$ cat src/rtl/mac_4bit.sv
// mac_4bit: two-stage 4x4 multiply-accumulate that sums groups of N products into ACC_W bits.
// Build option MAC_SATURATE_EN: acc saturates at all-ones on overflow instead of wrapping.

module mul_4x4_array (
    input  logic [3:0] a,
    input  logic [3:0] b,
    output logic [7:0] p
);
    logic [7:0] row;
    logic       carry;
    logic       pp;
    logic       sum;

    // Row i adds partial product a*b[i] into bits [i+3:i] with a ripple of full adders.
    always_comb begin
        row   = {4'b0000, a & {4{b[0]}}};
        carry = 1'b0;
        pp    = 1'b0;
        sum   = 1'b0;
        for (int unsigned i = 1; i < 4; i++) begin
            carry = 1'b0;
            for (int unsigned j = 0; j < 4; j++) begin
                pp    = a[2'(j)] & b[2'(i)];
                sum   = row[3'(i + j)] ^ pp ^ carry;
                carry = (row[3'(i + j)] & pp) | (row[3'(i + j)] & carry) | (pp & carry);
                row[3'(i + j)] = sum;
            end
            row[3'(i + 4)] = carry;
        end
        p = row;
    end
endmodule

module mac_4bit #(
    parameter int N     = 4,
    parameter int ACC_W = 12
) (
    input  logic             clk,
    input  logic             rst_n,
    input  logic             clear,
    input  logic             in_valid,
    output logic             in_ready,
    input  logic [3:0]       a,
    input  logic [3:0]       b,
    output logic             out_valid,
    input  logic             out_ready,
    output logic [ACC_W-1:0] acc_out,
    output logic             ovf
);
    typedef enum logic [1:0] {
        IDLE,
        ACCUM,
        DONE
    } state_t;

    localparam logic [3:0] LAST_CNT = 4'(N - 1);

    state_t           state;
    state_t           state_next;
    logic [3:0]       s1_a;
    logic [3:0]       s1_b;
    logic             s1_valid;
    logic [7:0]       product;
    logic [ACC_W-1:0] acc;
    logic [ACC_W-1:0] acc_next;
    logic [ACC_W:0]   sum;
    logic [3:0]       cnt;
    logic             ovf_flag;
    logic             group_ovf;
    logic             last;
    logic             xfer;

    assign out_valid = (state == DONE);
    assign in_ready  = !out_valid || out_ready;
    assign xfer      = in_valid && in_ready;
    assign last      = (cnt == LAST_CNT);

    mul_4x4_array u_mul (
        .a(s1_a),
        .b(s1_b),
        .p(product)
    );

    // One extra bit captures the carry-out of each addition as the overflow event.
    assign sum       = {1'b0, acc} + {{(ACC_W - 7){1'b0}}, product};
    assign group_ovf = ovf_flag | sum[ACC_W];

    always_comb begin
`ifdef MAC_SATURATE_EN
        acc_next = group_ovf ? '1 : sum[ACC_W-1:0];
`else
        acc_next = sum[ACC_W-1:0];
`endif
    end

    always_ff @(posedge clk or negedge rst_n) begin
        if (!rst_n) begin
            s1_a     <= '0;
            s1_b     <= '0;
            s1_valid <= 1'b0;
            acc      <= '0;
            cnt      <= '0;
            ovf_flag <= 1'b0;
            acc_out  <= '0;
            ovf      <= 1'b0;
        end else if (clear) begin
            s1_valid <= 1'b0;
            acc      <= '0;
            cnt      <= '0;
            ovf_flag <= 1'b0;
        end else begin
            if (xfer) begin
                s1_a <= a;
                s1_b <= b;
            end
            s1_valid <= xfer;
            if (s1_valid) begin
                if (last) begin
                    acc_out  <= acc_next;
                    ovf      <= group_ovf;
                    acc      <= '0;
                    cnt      <= '0;
                    ovf_flag <= 1'b0;
                end else begin
                    acc      <= acc_next;
                    cnt      <= cnt + 4'd1;
                    ovf_flag <= group_ovf;
                end
            end
        end
    end

    always_ff @(posedge clk or negedge rst_n) begin
        if (!rst_n) begin
            state <= IDLE;
        end else begin
            state <= state_next;
        end
    end

    // DONE is left on out_ready unless a new group completes on the same edge.
    always_comb begin
        state_next = state;
        if (clear) begin
            state_next = IDLE;
        end else begin
            case (state)
                IDLE: begin
                    if (s1_valid) begin
                        state_next = last ? DONE : ACCUM;
                    end
                end
                ACCUM: begin
                    if (s1_valid && last) begin
                        state_next = DONE;
                    end
                end
                DONE: begin
                    if (s1_valid && last) begin
                        state_next = DONE;
                    end else if (out_ready) begin
                        state_next = (s1_valid || cnt != 4'd0) ? ACCUM : IDLE;
                    end
                end
                default: state_next = IDLE;
            endcase
        end
    end

    a_cnt_range: assert property (@(posedge clk) disable iff (!rst_n) cnt <= LAST_CNT);

    a_hold_stable: assert property (@(posedge clk) disable iff (!rst_n)
        (out_valid && !out_ready && !clear) |=> (out_valid && $stable(acc_out) && $stable(ovf)));
endmodule

$ cat config.mk
export PLATFORM = sky130hd
export DESIGN_NAME = mac_4bit
export DESIGN_NICKNAME = d
export VERILOG_FILES = /design/src/rtl/mac_4bit.sv
export SDC_FILE = /design/constraint.sdc
export NUM_CORES = 1
export LEC_CHECK = 0
export CORE_UTILIZATION = 50
export DETAILED_ROUTE_END_ITERATION = 12
export GPL_TIMING_DRIVEN = 0
export HOLD_SLACK_MARGIN = 0.06
export PLACE_DENSITY = 0.86
export SYNTH_ARGS = -nofsm -noshare
export SYNTH_HDL_FRONTEND = slang
export SYNTH_SLANG_ARGS = --single-unit
$ cat constraint.sdc
create_clock -name clk -period 4.75 [get_ports clk]
set_input_delay 1.1875 -clock clk [delete_from_list [all_inputs] [get_ports clk]]
set_output_delay 1.1875 -clock clk [all_outputs]
set_load 0.03 [all_outputs]
==> impl_metrics.yaml <==
layout:
  fill_cells: 333
  area_growth_pct: 28.2
  final_net_count: 314
  multiInputGateArea_um2: 1460
  drive_gt1_share_pct: 23.0
  final_cells: 330
  diodes: 0
  seq_area_um2: 1030
  layout_common_cells: "dfrtp_1, nand2_1, clkdlybuf4s50_1"
  final_common_cell: "dfrtp_1"
floorplanning:
  die_height_um: 71.4
  fp.dieW_um: 71.4
  initial_core_util_pct: 53.8
  io_pins: 28
  die_area_um2: 5090
  rows: 24
  core_um2: 4470
logic_synthesis:
  ys_types: 36
  synthArstFlopShare_pct: 100
  syn_avg_cell_area_um2: 10.3
  ys_seq_elements: 41
  synth_ff_type: "dfrtp_1"
  netlist_instances: 233
  synth-edff-count: 0
  ys_warn_count: 0
  ys_seq_area_share_pct: 42.6
  synthesis.area_um2: 2410
  synth_fp_nets: 270
route:
  via_per_inst: 5.75
  drc_errors: 2
  drt-total-wl_mm: 5.27
  firstDrtPassIters: 8
  drt_iter0_markers: 73
  post_drt_wl_per_cell_um: 16.0
  vias: 1896
  antenna_left: 0
clocking:
  cts_made_buffers: 5
  hold_buffers: 0
  clk_pin_slew_worst_paths_ns: 0.08
  cts_sinks: 41
  ctsHtreeMaxLevel: 2
  insertion_delay_ns: 0.30
  ctsLongestPathBuffers: 2
  cts_root_buffer: "clkbuf_8"
  cts_tree: "yes"
placement:
  dp_cells: 312
  gp_congestion: 0.870
  portBuffers: 26
  hpwl_mm: 3.78
critical_path:
  r2r_setup_slack_ns: -0.50
  critPathKind: "reg2reg"
  critPathMaxFanout: 4
  crit_path_start_kind: "flip-flop"
  reg2reg_depth: 17
  critPathRequiredTime_ns: 4.98
  crit_arrival_ns: 5.48
  endpoint_kind: "flip-flop"
sta:
  min_period_ns: 5.25
  layout_setup_ws_ns: -0.496
  worst_hold_slack_ns: 0.474
  finalMaxSlewViolations: 0
  hold_viol: 0
  skew_ns: 0.00804
  tns_ns: -3.96
  worst_pin_slew_ns: 0.696
  setup_viol: 14
  maxSlewHeadroom_pct: 53.5
  grt_setup_unrepaired: "true"
  min_period_over_period_pct: 110
  clock.fmax_mhz: 191
global_route:
  gr-total-overflow: 0
  grt_first_pass_wirelength_mm: 8.71
  grt_max_degree: 23
  grt_pass1_vias: 1880
  grtUsageTotal_pct: 22.4
  antenna_found_initial: 0
status:
  violations: "DRC, setup timing"
  run_status: "finished with violations"
run:
  maxCapViolCount: 0
worst_hold_path:
  hold_path.class: "reg2reg"
  whs_path_depth: 2
pwr:
  p_per_area_nw_per_um2: 403
  p_leak_nw: 1.37
  peakVddDrop_v: 0.000224
[metal layers]
layer / GRT usage, % / vias up / part of all wire (%)
li1: - / 890 / -
met1: 27.6 / 938 / 43
met2: 38.3 / 51 / 51
met3: 5.06 / 17 / 3.5
met4: 9.11 / 0 / 2.8
met5: 0 / - / 0
[worst paths after layout]
check                                       start                endpoint
max                           s1_b[0]$_DFFE_PN0P_      acc[9]$_DFFE_PN0P_
min                        acc_out[5]$_DFFE_PN0P_  acc_out[5]$_DFFE_PN0P_
max reg2reg                   s1_b[0]$_DFFE_PN0P_      acc[9]$_DFFE_PN0P_
min reg2reg                acc_out[5]$_DFFE_PN0P_  acc_out[5]$_DFFE_PN0P_
max in group asynchronous                   rst_n         ovf$_DFFE_PN0P_
min in group asynchronous                   rst_n     s1_b[2]$_DFFE_PN0P_
[cell families after synthesis]
kind of cell / after synthesis / share of synthesized area (%)
AOI/OAI and AO/OA: 53 / 14.5
xor gates and xnor gates: 10 / 3.64
adders and majority gates: 24 / 15.3
buffers and inverters: 22 / 3.54
DFF: 41 / 42.6
muxes: 13 / 6.03
and+or+nand+nor: 70 / 14.4
[stage by stage]
step / cell area (um^2) / util, % / worst slack (ns) / power (mW)
3_5_place_dp: 2790 / 62.3 / -0.615 / 0.873
3_3_place_gp: 2760 / 61.8 / -0.491 / 0.843
2_1_floorplan: 2440 / - / -0.325 / 0.745
5_1_grt: 3090 / 69.0 / -0.613 / 1.31
4_1_cts: 2950 / 66.0 / -0.473 / 1.12
6_report: 3090 / 69.0 / -0.496 / 1.24
[state kept, by name (all words and copies together), names as in the netlist]
signal	count
ovf	1
state	2
s1_a	4
acc_out	12
s1_valid	1
s1_b	4
acc	12
ovf_flag	1
cnt	4
[final cells by class]
cell class	instances	share of cell area [%]
plain buffers	6	0.811
multi-input cells	170	47.2
inverters	16	1.95
clock inverters	3	0.568
clock buffers	5	2.23
well taps	52	2.11
flip-flops and latches	41	33.3
repair buffers	37	11.8
[worst max-delay path: stages (launching register included)]
cell     delay (ns)
dfrtp_1        0.41
and2_4         0.18
ha_4           0.15
fa_2           0.35
fa_1           0.48
fa_2           0.36
inv_2          0.07
fa_2           0.44
fa_2           0.36
fa_2           0.36
inv_2          0.06
fa_2           0.47
ha_4           0.30
and3_4         0.17
or3b_4         0.40
a21bo_4        0.23
or3_1          0.31
o21ai_1        0.07
[synthesized netlist by cell type (2+ instances only)]
library cell	count	area (um^2)
a211oi_1	4	30.0
a21o_1	3	22.5
a21oi_1	10	50.1
a221oi_1	2	17.5
a22o_1	7	61.3
a31oi_1	3	18.8
and2_1	12	75.1
and3_1	2	12.5
buf_2	2	10.0
clkbuf_1	4	15.0
dfrtp_1	41	1030
fa_1	9	180
ha_1	15	188
inv_1	16	60.1
mux2_2	12	135
nand2_1	28	105
nand2b_1	3	18.8
nand3_1	2	10.0
nor2_1	12	45.0
nor2b_1	2	12.5
o211ai_1	4	30.0
o21ai_0	15	75.1
or2_2	3	18.8
or3_1	2	12.5
xnor2_1	8	70.1
xor2_1	2	17.5
[power breakdown]
group / total [mW] / switching [mW] / internal, mW
combinational: 0.601 / 0.310 / 0.291
sequential: 0.416 / 0.0320 / 0.384
clock: 0.226 / 0.125 / 0.101
total: 1.24 / 0.467 / 0.776
[timing repair]
action / in CTS / in global routing
pin swaps: 9 / 6
resized for setup: 10 / 20
setup buffers: 7 / 3
endpoints found under the setup margin: 12 / 14
Power figures use the tool's default switching activity.
